**src/rtl/aer_sample_sequencer.sv**
```systemverilog
// Sequences one sample's spike events from a host stream into the core's
// four-phase AER input port, holds the sample's polarity/mode pins, and
// returns the goodness the core reports at sample end.
module aer_sample_sequencer #(
  parameter int AER_WIDTH   = 12,
  parameter int FIFO_DEPTH  = 16,
  parameter int ACK_TIMEOUT = 1023,
  parameter int GOOD_WIDTH  = 32
) (
  input  logic                  CLK,
  input  logic                  RST,
  input  logic [AER_WIDTH-1:0]  EVT_DATA,
  input  logic                  EVT_LAST,
  input  logic                  EVT_VALID,
  output logic                  EVT_READY,
  input  logic                  SAMPLE_POS,
  input  logic                  SAMPLE_TRAIN,
  output logic [AER_WIDTH-1:0]  AERIN_ADDR,
  output logic                  AERIN_REQ,
  input  logic                  AERIN_ACK,
  output logic                  IS_POS,
  output logic                  IS_TRAIN,
  input  logic [GOOD_WIDTH-1:0] GOODNESS,
  input  logic                  PROCESS_DONE,
  output logic [GOOD_WIDTH-1:0] RESULT_GOODNESS,
  output logic                  RESULT_VALID,
  input  logic                  RESULT_READY,
  output logic                  BUSY,
  output logic                  TIMEOUT_ERR
);

  localparam int PTR_W   = (FIFO_DEPTH > 1) ? $clog2(FIFO_DEPTH) : 1;
  localparam int CNT_W   = $clog2(ACK_TIMEOUT + 1);
  localparam int ENTRY_W = AER_WIDTH + 1;
  localparam logic [PTR_W:0] FULL_COUNT   = (PTR_W + 1)'(FIFO_DEPTH);
  localparam logic [CNT_W-1:0] PHASE_LAST = CNT_W'(ACK_TIMEOUT - 1);

  typedef enum logic [2:0] {
    S_IDLE,
    S_REQ,
    S_REL,
    S_WAIT_DONE,
    S_RESULT,
    S_ERR
  } state_t;

  state_t state_reg, state_next;

  // Event FIFO: each entry is {last, addr}
  logic [ENTRY_W-1:0] fifo_mem [FIFO_DEPTH];
  logic [PTR_W-1:0]   wr_ptr_reg, rd_ptr_reg;
  logic [PTR_W:0]     count_reg;
  logic [ENTRY_W-1:0] fifo_head;
  logic               fifo_full, fifo_empty;
  logic               push, pop;

  logic                  closed_reg, busy_reg, done_seen_reg;
  logic                  last_reg;
  logic [AER_WIDTH-1:0]  addr_reg;
  logic                  is_pos_reg, is_train_reg;
  logic [GOOD_WIDTH-1:0] goodness_reg;
  logic [CNT_W-1:0]      phase_cnt_reg;
  logic                  phase_expired;
  logic                  in_err;
  logic                  result_hs;

  assign fifo_full     = (count_reg == FULL_COUNT);
  assign fifo_empty    = (count_reg == '0);
  assign fifo_head     = fifo_mem[rd_ptr_reg];
  assign phase_expired = (phase_cnt_reg == PHASE_LAST);
  assign in_err        = (state_reg == S_ERR);

  // Acceptance uses only registered flags, so a same-cycle pop never lets a push in at full
  assign EVT_READY = !RST && !fifo_full && !closed_reg && !in_err;
  assign push      = EVT_VALID && EVT_READY;
  assign result_hs = RESULT_VALID && RESULT_READY;

  assign AERIN_ADDR      = addr_reg;
  assign IS_POS          = is_pos_reg;
  assign IS_TRAIN        = is_train_reg;
  assign RESULT_GOODNESS = goodness_reg;
  assign BUSY            = busy_reg;

  // State register
  always_ff @(posedge CLK) begin
    if (RST) state_reg <= S_IDLE;
    else     state_reg <= state_next;
  end

  // Next-state logic; also decides when the FIFO head is consumed
  always_comb begin
    state_next = state_reg;
    pop        = 1'b0;
    case (state_reg)
      S_IDLE: begin
        if (!fifo_empty) begin
          pop        = 1'b1;
          state_next = S_REQ;
        end
      end
      S_REQ: begin
        if (AERIN_ACK)          state_next = S_REL;
        else if (phase_expired) state_next = S_ERR;
      end
      S_REL: begin
        if (!AERIN_ACK) begin
          if (last_reg) begin
            state_next = S_WAIT_DONE;
          end else if (!fifo_empty) begin
            pop        = 1'b1;
            state_next = S_REQ;
          end else begin
            state_next = S_IDLE;
          end
        end else if (phase_expired) begin
          state_next = S_ERR;
        end
      end
      S_WAIT_DONE: begin
        if (done_seen_reg) state_next = S_RESULT;
      end
      S_RESULT: begin
        if (RESULT_READY) state_next = S_IDLE;
      end
      S_ERR:   state_next = S_ERR;
      default: state_next = S_IDLE;
    endcase
  end

  // Moore outputs decoded from the current state
  always_comb begin
    AERIN_REQ    = (state_reg == S_REQ);
    RESULT_VALID = (state_reg == S_RESULT);
    TIMEOUT_ERR  = in_err;
  end

  // FIFO storage write (no reset so it maps onto RAM)
  always_ff @(posedge CLK) begin
    if (push) fifo_mem[wr_ptr_reg] <= {EVT_LAST, EVT_DATA};
  end

  // FIFO pointers and occupancy
  always_ff @(posedge CLK) begin
    if (RST) begin
      wr_ptr_reg <= '0;
      rd_ptr_reg <= '0;
      count_reg  <= '0;
    end else begin
      if (push) wr_ptr_reg <= wr_ptr_reg + PTR_W'(1);
      if (pop)  rd_ptr_reg <= rd_ptr_reg + PTR_W'(1);
      case ({push, pop})
        2'b10:   count_reg <= count_reg + (PTR_W + 1)'(1);
        2'b01:   count_reg <= count_reg - (PTR_W + 1)'(1);
        default: count_reg <= count_reg;
      endcase
    end
  end

  // Popped entry drives the core address; it only moves on a pop
  always_ff @(posedge CLK) begin
    if (RST) begin
      addr_reg <= '0;
      last_reg <= 1'b0;
    end else if (pop) begin
      addr_reg <= fifo_head[AER_WIDTH-1:0];
      last_reg <= fifo_head[AER_WIDTH];
    end
  end

  // Handshake phase counter: restarts on every state change, counts while in REQ/REL
  always_ff @(posedge CLK) begin
    if (RST || (state_next != state_reg))
      phase_cnt_reg <= '0;
    else if ((state_reg == S_REQ) || (state_reg == S_REL))
      phase_cnt_reg <= phase_cnt_reg + CNT_W'(1);
  end

  // Sample bookkeeping: polarity latch, busy/closed, done capture; result handshake clears last
  always_ff @(posedge CLK) begin
    if (RST) begin
      is_pos_reg    <= 1'b0;
      is_train_reg  <= 1'b0;
      busy_reg      <= 1'b0;
      closed_reg    <= 1'b0;
      done_seen_reg <= 1'b0;
      goodness_reg  <= '0;
    end else begin
      if (push && !busy_reg) begin
        is_pos_reg   <= SAMPLE_POS;
        is_train_reg <= SAMPLE_TRAIN;
        busy_reg     <= 1'b1;
      end
      if (push && EVT_LAST) closed_reg <= 1'b1;
      // The done pulse may land before the final release completes, so capture in any state
      if (PROCESS_DONE && busy_reg) begin
        done_seen_reg <= 1'b1;
        goodness_reg  <= GOODNESS;
      end
      if (result_hs) begin
        busy_reg      <= 1'b0;
        closed_reg    <= 1'b0;
        done_seen_reg <= 1'b0;
      end
    end
  end

endmodule

```
**config.mk**
```make
export PLATFORM = sky130hd
export DESIGN_NAME = aer_sample_sequencer
export DESIGN_NICKNAME = d
export VERILOG_FILES = /design/src/rtl/aer_sample_sequencer.sv
export SDC_FILE = /design/constraint.sdc
export NUM_CORES = 1
export LEC_CHECK = 0
export BUFFER_PORTS_ARGS = -buffer_cell sky130_fd_sc_hd__buf_4
export CAP_MARGIN = 20
export CORE_ASPECT_RATIO = 1.25
export CORE_MARGIN = 1
export CORE_UTILIZATION = 65
export CTS_BUF_LIST = sky130_fd_sc_hd__clkbuf_4
export DETAILED_ROUTE_END_ITERATION = 7
export HOLD_SLACK_MARGIN = 0.03
export PLACE_DENSITY = 0.91
export SYNTH_ARGS = -nofsm -noshare
export SYNTH_HDL_FRONTEND = slang
export SYNTH_SLANG_ARGS = --single-unit
```
**constraint.sdc**
```tcl
create_clock -name CLK -period 5.6 [get_ports CLK]
set_input_delay 0.84 -clock CLK [delete_from_list [all_inputs] [get_ports CLK]]
set_output_delay 0.84 -clock CLK [all_outputs]
set_load 0.05 [all_outputs]
```
Yosys cells after proc, flatten, opt, wreduce, memory -nomap -nowiden

Memory sizes are Yosys's and may differ from the RTL's. A register that Yosys moved wholly into a read port is not among the register bits.
Index checks and enable logic that the tools add are counted.
W data, S select, Z words.

Latch bits: 0
Memories kept: 1
ROM bits: 0
Register bits after elaboration: 63
Memory bits (writable): 208
Output and inout port bits: 51

Memory list:

| name     | depth | width | read ports | clocked after memory_dff | wr ports | RTL line | RTL |
|---|---|---|---|---|---|---|---|
| fifo_mem | 16    | 13    | 1          | 1                        | 1        | 50       | `logic [ENTRY_W-1:0] fifo_mem [FIFO_DEPTH];` |

Divide/modulo/power cells: 0
Bitwise operators: 0
Reductions and logical operators: 19
Shifts and indexed selects: 0
Mux-type cells: 16
Multiply operators: 0
Order comparisons: 0
Eq/ne operators: 10
Add/sub/neg operators: 5

Operators with widths:

| cell                    | number |
|---|---|
| $mux W3                 | 6 |
| $pmux W3 S6             | 1 |
| $add A10 B1 Y10 const B | 1 |
| $eq A10 B10 Y1 const B  | 1 |
| $pmux W5 S2             | 1 |
| $add A4 B1 Y4 const B   | 2 |
| $logic_and A1 B1 Y1     | 8 |
| $eq A3 B2 Y1 const B    | 2 |
| $eq A3 B3 Y1 const B    | 2 |
| $mux W1                 | 6 |
| $add A5 B1 Y5 const B   | 1 |
| $eq A5 B5 Y1 const B    | 1 |
| $logic_not A1 Y1        | 5 |
| $logic_not A5 Y1        | 1 |
| $sub A5 B1 Y5 const B   | 1 |
| $eq A3 B1 Y1 const B    | 1 |
| $logic_not A3 Y1        | 1 |
| $ne A3 B3 Y1            | 1 |
| $eq A2 B1 Y1 const B    | 1 |
| $eq A2 B2 Y1 const B    | 1 |
| $logic_or A1 B1 Y1      | 2 |
| $mux W2                 | 1 |
| $pmux W1 S2             | 1 |
| $reduce_bool A2 Y1      | 1 |
| $reduce_or A2 Y1        | 1 |

Depth between registers and ports, before layout

Gate-level depths: netlist (run 1).

Depth after elaboration: 8
Mapped depth: 12
Mapped depth without buffers: 9

Worst setup path before layout (run 1)

Ideal clock, no wire load.

Path type: in2reg
From: input AERIN_ACK
To: register count_reg[4]
Required time: 5479 ps
Path slack: 2333 ps
Buffers on the path: 3
Arrival: 3147 ps
Cell stages on the path: 12
Cell sequence: clkbuf_1 > o21ai_0 > o211ai_2 > inv_2 > buf_6 > buf_6 > ha_1 > fa_1 > a21o_1 > a21oi_1 > mux2i_1 > mux2_2

Word-level cells in the longest chain between the ends: 4

Ends and longest elaborated chain:

| element                                           | RTL line | RTL |
|---|---|---|
| start: declaration                                | 20       | `input logic AERIN_ACK,` |
| $mux W1 (*)                                       | 106      | `if (!AERIN_ACK) begin` |
| $pmux W1 S2 (*)                                   | 94       | `case (state_reg)` |
| net pop                                           | 55       | `logic push, pop;` |
| $eq A2 B1 Y1 or $eq A2 B2 Y1 (tied branches)      | 151      | `case ({push, pop})` |
| $pmux W5 S2 or $reduce_bool A2 Y1 (tied branches) | --       |  |
| end signal: assignment                            | 152      | `2'b10: count_reg <= count_reg + (PTR_W + 1)'(1);` |
| end signal: assignment                            | 153      | `2'b01: count_reg <= count_reg - (PTR_W + 1)'(1);` |
| end signal: assignment                            | 154      | `default: count_reg <= count_reg;` |
| end: declaration                                  | 52       | `logic [PTR_W:0] count_reg;` |

The timed path passes the listed nets; every way through them passes the cells marked *.
A chain may end at the register's enable or synchronous reset.

Final worst setup path (run 1)

From: register state_reg[1]
To: register count_reg[4]

Word-level cells in the longest chain between the ends: 6

Ends and longest elaborated chain:

| element                                           | RTL line | RTL |
|---|---|---|
| start: declaration                                | 47       | `state_t state_reg, state_next;` |
| start signal: assignment                          | 87       | `else state_reg <= state_next;` |
| $eq A3 B3 Y1                                      | 71       | `assign in_err = (state_reg == S_ERR);` |
| $logic_not A1 Y1                                  | 74       | `assign EVT_READY = !RST && !fifo_full && !closed_reg && !in_err;` |
| $logic_and A1 B1 Y1                               | 74       |  |
| $logic_and A1 B1 Y1                               | 75       | `assign push = EVT_VALID && EVT_READY;` |
| $eq A2 B1 Y1 or $eq A2 B2 Y1 (tied branches)      | 151      |  |
| $pmux W5 S2 or $reduce_bool A2 Y1 (tied branches) | --       |  |

Several ways; a longest one is shown, not always the timed one.

==> impl_metrics.ini, run 1 <==
[floorplanning]
io_pins = 104
die_area_mm2 = 0.01792
die_y_um = 149.4
initial_utilization = 0.6682
design.core.area_mm2 = 0.01691
num_rows = 53
die_w_um = 119.9

[synth]
synth-seq-area-share = 0.6874
synth_top_family_by_area = multiplexers
synth-compound-area-share = 0.07375
synth_fa_ha_area_frac = 0.01395
synth_xor_xnor_area_share = 0.01174
yosys.area.top_type = edfxtp_1
synthArstFlopShare = 0
syn-instance-count = 798
synth_mux_area_frac = 0.1011
syn_nets = 863
synth.distinct_cells = 53
synth-edff-count = 208
ys_dominant_reg_cell = edfxtp_1
yosys_warnings = 0
synth-seq-cells = 284
synth_area_leaders = edfxtp_1 55%, dfxtp_1 13%, mux2i_1 6.8%, mux4_2 3.2%, nand2_1 2.8%
netlist_area_mm2 = 0.01130
syn_avg_cell_area_um2 = 14.16
synth-simple-area-share = 0.08814
synth_top_cell_area_share = 0.5528

[drt]
via_per_inst = 6.155
vias = 7343
routed_wl_mm = 25.65
drtIter0Drc = 833
wl_per_cell_um = 21.50
firstDrtPassIters = 7
drc_errors = 0
ant_nets = 0

[worst_setup_path]
worstPathMaxFanout = 21
crit_chain = nand3b_1 -> o211a_1 -> inv_1 -> ha_1 -> fa_1 -> a21o_1 -> a21oi_1 -> mux2i_1 -> mux2_2
critPathMaxStageDelay_ps = 730
path_class = flip-flop to flip-flop
worstPathArrival_ps = 4150
slowest_stage = dfxtp_1
end_kind = flip-flop
path_buf_inv = 1
crit_path_start_kind = flip-flop
cp_top_family = compound AO/OA/AOI/OAI gates
required_ps = 6170

[sta]
finalSetupViolations = 0
fin_setup_tns_ps = 0
min_period_ps = 3575
tightest_slew_ps = 1013
drv_slew = 0
rsz0062_at_grt = false
hold_viol_final = 0
final.setup_skew_ps = 28.75
slew_headroom = 0.3231
finalCritPeriodShare = 0.6384
fmax_ghz = 0.2797
setup_slack_ps = 2025

[grt]
antenna_found_initial = 1
grt_pass1_wl_mm = 39.29
grt_overflow = 0
grt_pass1_vias = 7289
grt_max_degree = 70
grt_use_total = 0.2928

[layout]
nets = 986
area_growth_pct = 15.00
largest_reg_flops = 208
instances_no_fill = 1193
regArea_mm2 = 0.007771
drive_above_1_share = 0.2418
fillerInstances = 912
largest-register = fifo_mem
most-common-layout-cells = 208 x edfxtp_1, 106 x buf_4, 93 x clkbuf_4
final_common_cell = edfxtp_1
multi_input_area_mm2 = 0.003267

[place]
gp_congestion = 0.8871
pre_cts_ws_ps = 1532
dp_hpwl_mm = 15.50
port_buffers = 103
dp_cells = 1075

[clocking]
clock_sinks = 284
numCtsBuffers = 61
root_buffer = clkbuf_4
cts.hold.buffers_added = 0
cts.repair.resized = 0
htree_levels = 2
post_cts_buffers = 0
cts.path.max_buffers = 3
cts_tree = done
clk_pin_slew_ps = 90
clk_latency_ps = 690

[pwr]
cellPowerDensity_mw_per_mm2 = 393.9
power_mw = 5.119
p_leak_nw = 4.432
ir_worst_vdd_v = 0.0002951

[job]
drv_cap = 0

[outcome]
status = completed

[worst_hold_path]
min_path_type = input pin to flip-flop
-- routing by layer --
layer / up-vias / track usage / part of all wire
met5: - / 0 / 0
met4: 0 / 0.1438 / 0.038
met3: 63 / 0.06326 / 0.097
met2: 438 / 0.4753 / 0.50
met1: 3529 / 0.3766 / 0.37
li1: 3313 / - / -
-- cell usage after synthesis, types with 2 or more instances --
| master | count |
|---|---|
| o31ai_1 | 3 |
| nand2b_1 | 3 |
| buf_6 | 3 |
| or3_1 | 6 |
| a311oi_1 | 13 |
| xor2_1 | 3 |
| nand3b_1 | 7 |
| o22ai_1 | 36 |
| o21ai_1 | 2 |
| nor3b_1 | 3 |
| nor2b_1 | 5 |
| o21ai_0 | 11 |
| or3b_2 | 2 |
| or4_1 | 2 |
| a211oi_1 | 8 |
| edfxtp_1 | 208 |
| nor4b_1 | 5 |
| nor2_1 | 32 |
| nor3_1 | 21 |
| o21a_1 | 2 |
| and3_1 | 15 |
| buf_2 | 15 |
| mux4_2 | 16 |
| clkbuf_1 | 25 |
| nand2_1 | 83 |
| nand4_1 | 3 |
| xnor2_1 | 9 |
| a31oi_1 | 3 |
| and2_1 | 4 |
| a21o_1 | 4 |
| nand3_1 | 7 |
| buf_1 | 4 |
| dfxtp_1 | 76 |
| mux2i_1 | 77 |
| a21oi_1 | 44 |
| ha_1 | 11 |
| inv_1 | 11 |
-- path summary, 6_finish.rpt --
kind / cells after the start / slack, ps / end / from
worst min-delay path: 3 / 390 / RESULT_GOODNESS[17] / GOODNESS[17]
worst max register to register: 9 / 2030 / count_reg[4] / state_reg[1]
worst max-delay path: 9 / 2030 / count_reg[4] / state_reg[1]
worst min register to register: 2 / 460 / RESULT_GOODNESS[20] / RESULT_GOODNESS[20]
-- tightest hold or removal path: cells and delay by family --
kind	cells	cell delay (ps)
AO/OA/AOI/OAI	1	50
AND/OR/NAND/NOR	1	50
buffers and inverters	1	110
-- power breakdown --
part	internal (mW)	switching [mW]	leakage [nW]	total (mW)
registers	2.34	0.102	2.49	2.44
clock network	0.807	0.784	0.481	1.59
logic	0.386	0.698	1.46	1.08
-- per-stage QoR --
step	area (um^2)	utilization	hold WS, ps
after floorplan	11300	-	460.9
after global placement	12150	0.7183	442.0
after detailed placement	12150	0.7183	446.6
after CTS	12960	0.7663	376.5
after global routing	13000	0.7685	393.7
final	13000	0.7685	387.8
-- final cells by class --
class	count	area share
Multi-Input combinational cell	454	0.2514
Tap cell	220	0.02118
Clock inverter	21	0.008762
Sequential cell	284	0.5980
Clock buffer	93	0.05373
Antenna cell	1	0.0001926
Timing Repair Buffer	108	0.06326
Inverter	12	0.003466
-- logic make-up (layout without fill, tap and decap cells) --
kind of cell | after synthesis | after routing
adders and majority gates | 12 | 12
AOI/OAI and AO/OA | 132 | 132
and+or+nand+nor | 203 | 203
other | 0 | 1
xor gates and xnor gates | 13 | 13
buffers and inverters | 60 | 234
muxes | 94 | 94
DFF | 284 | 284
(Power assumes the default switching activity.)
==> run 2, diff against run 1 <==
Settings changed: ABC_AREA set to 1, CORE_UTILIZATION 65 to 62, PLACE_DENSITY 0.91 to 0.88.
Clock period 5.6 ns to 3.3 ns, I/O delays scaled along.
==> impl_metrics.ini, run 2 <==
[sta]
final.setup_skew_ps = 43.34
finalCritPeriodShare = 0.7536
slew_headroom = 0.2852
fin_setup_tns_ps = 0
finalSetupViolations = 0
drv_slew = 0
rsz0062_at_grt = false
tightest_slew_ps = 1072
fmax_ghz = 0.4021
hold_viol_final = 0
min_period_ps = 2487

[worst_setup_path]
cp_top_family = adder cells
slowest_stage = dfxtp_1
r2r-start = state_reg[1]
path_buf_inv = 0
required_ps = 3830
crit_path_start_kind = flip-flop
worstPathMaxFanout = 8
path_class = flip-flop to flip-flop
end_kind = flip-flop
crit_chain = nor2_4 -> nand2_2 -> nand3_1 -> nor2_2 -> nand2_4 -> ha_1 -> fa_1 -> nand3_1 -> nand2_1 -> a21oi_1 -> o21ai_0 -> o21ai_0 -> a21oi_1
r2r-end = count_reg[4]
worstPathArrival_ps = 3020
critPathMaxStageDelay_ps = 550
r2r_slack_ps = 810
reg2reg_depth = 13

[floorplanning]
die_y_um = 155
die_area_mm2 = 0.01928
io_pins = 104
die_w_um = 124.4
design.core.area_mm2 = 0.01824
initial_utilization = 0.6367
num_rows = 55

[clocking]
htree_levels = 3
clock_sinks = 284
numCtsBuffers = 67
cts_tree = done
cts.hold.buffers_added = 0
cts.path.max_buffers = 3
root_buffer = clkbuf_4
post_cts_buffers = 0
cts.repair.resized = 0
clk_pin_slew_ps = 60
clk_latency_ps = 680

[job]
drv_cap = 0

[synth]
synth_commonest_cells = 283 x nor2_1, 208 x edfxtp_1, 97 x o21ai_0, 76 x dfxtp_1, 60 x nand2_1
syn-instance-count = 1073
ys_dominant_reg_cell = edfxtp_1
synth_area_leaders = edfxtp_1 54%, dfxtp_1 13%, nor2_1 9.1%, o21ai_0 4.2%, o211ai_1 3.4%
syn_avg_cell_area_um2 = 10.82
synth-seq-area-share = 0.6690
synthArstFlopShare = 0
yosys.area.top_type = edfxtp_1
netlist_area_mm2 = 0.01161
synth.most_common_cell = nor2_1
synth-seq-cells = 284
syn_nets = 1138
synth_top_cell_area_share = 0.5379
yosys_warnings = 0
synth-edff-count = 208
synth.distinct_cells = 36

[grt]
antenna_found_initial = 1
grt_overflow = 0
grt_use_total = 0.2827
grt_max_degree = 107
grt_pass1_wl_mm = 42.50
grt_pass1_vias = 8630

[pwr]
switching_power_mw = 3.688
cellPowerDensity_mw_per_mm2 = 752.2
power.internal_mw = 6.437
p_leak_nw = 5.056
swShare = 0.3642
pwr-share-clk = 0.275
p_comb_frac = 0.313
p_seq_frac = 0.412
ir_worst_vdd_v = 0.0005721

[worst_hold_path]
hp-start = GOODNESS[1]
min_path_type = input pin to flip-flop
worstHoldEndpoint = RESULT_GOODNESS[1]
hold_depth = 3

[layout]
largest-register = fifo_mem
fin_area_mm2 = 0.01346
final_common_cell = nor2_1
final_util = 0.7381
drive_above_1_share = 0.2156
largest_reg_flops = 208
area_growth_pct = 15.93
most-common-layout-cells = 283 x nor2_1, 208 x edfxtp_1, 129 x buf_4
nets = 1280

[outcome]
status = completed

[drt]
firstDrtPassIters = 6
drtIter0Drc = 926
drc_errors = 0
routed_wl_mm = 26.61
via_per_inst = 5.735
vias = 8574
ant_nets = 0
wl_per_cell_um = 17.80

[place]
dp_hpwl_mm = 16.19
port_buffers = 103
gp_congestion = 0.8576
place_area_mm2 = 0.01260
## run 2: cell types whose count changed in the layout (fill, tap and decap cells not counted), moves of 16 or more
cell / previous run / this run
nor2_1: 32 / 283
o21ai_0: 11 / 97
mux2i_1: 77 / 0
o21ai_1: 2 / 55
o211ai_1: 0 / 52
nand3_1: 7 / 56
o22ai_1: 36 / 0
inv_1: 11 / 44
a21oi_1: 44 / 18
buf_4: 106 / 129
nand2_1: 83 / 60
nor3_1: 20 / 2
mux4_2: 16 / 0
## run 2: stage by stage
step	hold WS [ps]	instances	worst slack, ps	total power, mW
after floorplan	436.3	1073	582.1	6.571
after global placement	448.5	1374	727.1	7.287
after detailed placement	462.4	1374	714.0	7.367
after CTS	49.55	1494	808.1	10.16
after global routing	55.94	1495	581.2	10.69
final	85.23	1495	813.0	10.12
## run 2: power groups by stage
stage	logic (mW)	clock network (mW)	registers [mW]
after CTS	3.16	2.83	4.17
final	3.17	2.78	4.17
after global placement	3.05	0	4.24
after floorplan	2.09	0	4.48
after global routing	3.50	3.00	4.19
after detailed placement	3.12	0	4.24
## run 2: worst max-delay path by stage
stage	from	to	slack, ps	cells past startpoint
2_1_floorplan	RST	count_reg[4]	580	12
3_3_place_gp	RST	count_reg[4]	730	13
3_5_place_dp	RST	count_reg[4]	710	13
4_1_cts	state_reg[1]	count_reg[4]	810	13
5_1_grt	state_reg[1]	count_reg[4]	580	13
6_report	state_reg[1]	count_reg[4]	810	13
## run 2: tightest hold or removal path, stage by stage
cell,delay (ps)
buf_4,70
o21ai_0,70
nor2_1,70
## run 2: cells by family (layout without fill, tap and decap cells)
group / Yosys count / after routing / share of synthesized area
AND/OR/NAND/NOR: 428 / 428 / 0.1543
AO/OA/AOI/OAI: 227 / 227 / 0.1103
buffers and inverters: 109 / 302 / 0.04300
XOR/XNOR: 13 / 13 / 0.009806
adder cells (fa/ha/maj): 12 / 12 / 0.01358
other: 0 / 1 / 0
flip-flops: 284 / 284 / 0.6690
## run 2: layout make-up
cell class	instances	area [um^2]
antenna	1	2.502
multi-input combinational	680	3344
fill	1173	4776
sequential	284	7770
inverter	51	195.2
tap	228	285.3
clock inverter	21	111.4
clock buffer	99	743.2
timing repair buffer	131	1008
## run 2: layer usage
metal / vias up / track usage / wire length, um / part of all wire
met4: 0 / 0.1411 / 919 / 0.035
li1: 4054 / - / - / -
met5: - / 0 / 0 / 0
met3: 71 / 0.06981 / 2460 / 0.092
met1: 3987 / 0.3367 / 9948 / 0.37
met2: 462 / 0.4801 / 13280 / 0.50
==> run 3, diff against run 2 <==
Clock period 3.3 ns to 2.4 ns, I/O delays scaled along.
==> impl_metrics.ini, run 3 (synthesized netlist as in run 2, its figures left out) <==
[outcome]
status = completed

[grt]
grt_use_total = 0.3514
grt_overflow = 0
antenna_found_initial = 1
grt_max_degree = 82
grt_pass1_vias = 9781
grt_pass1_wl_mm = 51.84

[worst_hold_path]
min_path_type = input pin to flip-flop
hold_depth = 4
hp-start = AERIN_ACK

[clocking]
numCtsBuffers = 68
htree_levels = 3
root_buffer = clkbuf_4
clk_latency_ps = 690
cts.path.max_buffers = 3
post_cts_buffers = 0
clk_pin_slew_ps = 70
cts_tree = done
clock_sinks = 284

[floorplanning]
num_rows = 55
initial_utilization = 0.6367
io_pins = 104
die_w_um = 124.4
design.core.area_mm2 = 0.01824
die_area_mm2 = 0.01928
die_y_um = 155

[worst_setup_path]
slowest_stage = dfxtp_2
end_kind = flip-flop
worstPathMaxFanout = 6
crit_path_start_kind = flip-flop
worstPathArrival_ps = 2860
startpoint = state_reg[2]
cp_common_cell = nor2_4
r2r-start = state_reg[2]
crit_chain = inv_4 -> nor2_4 -> nand2_2 -> nand3_1 -> nor2_4 -> nand2_4 -> ha_4 -> ha_1 -> nand2_1 -> nor2_1 -> a211oi_2 -> xnor2_1 -> o21ai_1 -> inv_1
reg2reg_depth = 14
required_ps = 2960
cp_top_family = simple AND/OR/NAND/NOR gates
path_class = flip-flop to flip-flop
cp.depth = 14
critPathMaxStageDelay_ps = 360
path_buf_inv = 2

[drt]
drc_errors = 0
wl_per_cell_um = 21.64
routed_wl_mm = 33.71
drtIter0Drc = 1361
firstDrtPassIters = 6
ant_nets = 0
via_per_inst = 6.167
vias = 9608

[sta]
final.setup_skew_ps = 37.42
fmax_ghz = 0.4357
setup_slack_ps = 104.8
slew_headroom = 0.5940
drv_slew = 0
min_period_ps = 2295
finalCritPeriodShare = 0.9563
finalSetupViolations = 0
hold_viol_final = 0
tightest_slew_ps = 608.1

[layout]
most-common-layout-cells = 281 x nor2_1, 208 x edfxtp_1, 141 x buf_4
largest_reg_flops = 208
area_growth_pct = 22.35
final_common_cell = nor2_1
drive_above_1_share = 0.2310
fin_area_mm2 = 0.01421
fillerInstances = 943
largest-register = fifo_mem
nets = 1342

[pwr]
p_leak_nw = 5.381
ir_worst_vdd_v = 0.0008114
p_seq_frac = 0.380
pwr-share-clk = 0.286
switching_power_mw = 5.694
power_mw = 15.08
cellPowerDensity_mw_per_mm2 = 1062
swShare = 0.3776
power.internal_mw = 9.386
p_comb_frac = 0.335

[place]
dp_hpwl_mm = 17.55
gp_congestion = 0.8366
place_area_mm2 = 0.01275
pre_cts_ws_ps = 86.63
port_buffers = 103

[job]
drv_cap = 0
-- run 3: power groups by stage --
stage                     logic (mW)  clock network, mW  registers [mW]
after floorplan                 2.92                  0            6.16
after global placement          4.44                  0            5.78
after global routing            5.42               4.58            5.74
after CTS                       4.75               4.27            5.69
after detailed placement        4.59                  0            5.79
final                           5.04               4.31            5.73
-- run 3: cell type report --
class | count | area (um^2) | area share
sequential | 284 | 7776 | 0.5474
multi-input combinational | 680 | 3400 | 0.2393
timing repair buffer | 192 | 1609 | 0.1133
clock buffer | 104 | 780.7 | 0.05496
tap | 228 | 285.3 | 0.02008
inverter | 51 | 197.7 | 0.01392
clock inverter | 18 | 155.1 | 0.01092
antenna | 1 | 2.502 | 0.0001761
-- run 3: path summary, 6_finish.rpt --
check | endpoint | slack, ps
worst max-delay path | count_reg[3] | 100
worst min-delay path | state_reg[2] | 90
worst max register to register | count_reg[3] | 100
worst min register to register | RESULT_GOODNESS[28] | 510
-- run 3: worst reg2reg max path: stages, from the launching register on --
cell and delay [ps]:
dfxtp_2 360, inv_4 110, nor2_4 50, nand2_2 70, nand3_1 110, nor2_4 140, nand2_4 80, ha_4 190
ha_1 280, nand2_1 60, nor2_1 50, a211oi_2 260, xnor2_1 140, o21ai_1 200, inv_1 70
-- run 3: stage by stage --
stage | std cells | TNS, ps | util | hold WS [ps]
global placement | 1388 | 0 | 0.6992 | 447.3
CTS | 1557 | 0 | 0.7766 | 54.31
finish | 1558 | 0 | 0.7790 | 90.52
global route | 1558 | -10.72 | 0.7790 | 80.79
detailed placement | 1388 | 0 | 0.6992 | 459.7
floorplan | 1073 | 0 | - | 436.3
-- run 3: timing repair --
| item | 4_1_cts | 5_1_grt |
|---|---|---|
| pin swaps | 0 | 6 |
| hold buffers | 47 | 0 |
| resized for setup | 2 | 14 |
| hold endpoints to repair | 177 | 0 |
| setup endpoints to repair | 1 | 2 |
-- run 3: routing by layer --
layer	GRT usage	share of wire	vias up
met2	0.5856	0.48	798
met3	0.08872	0.12	194
met5	0	0	-
li1	-	-	4179
met4	0.2410	0.064	0
met1	0.4000	0.34	4437
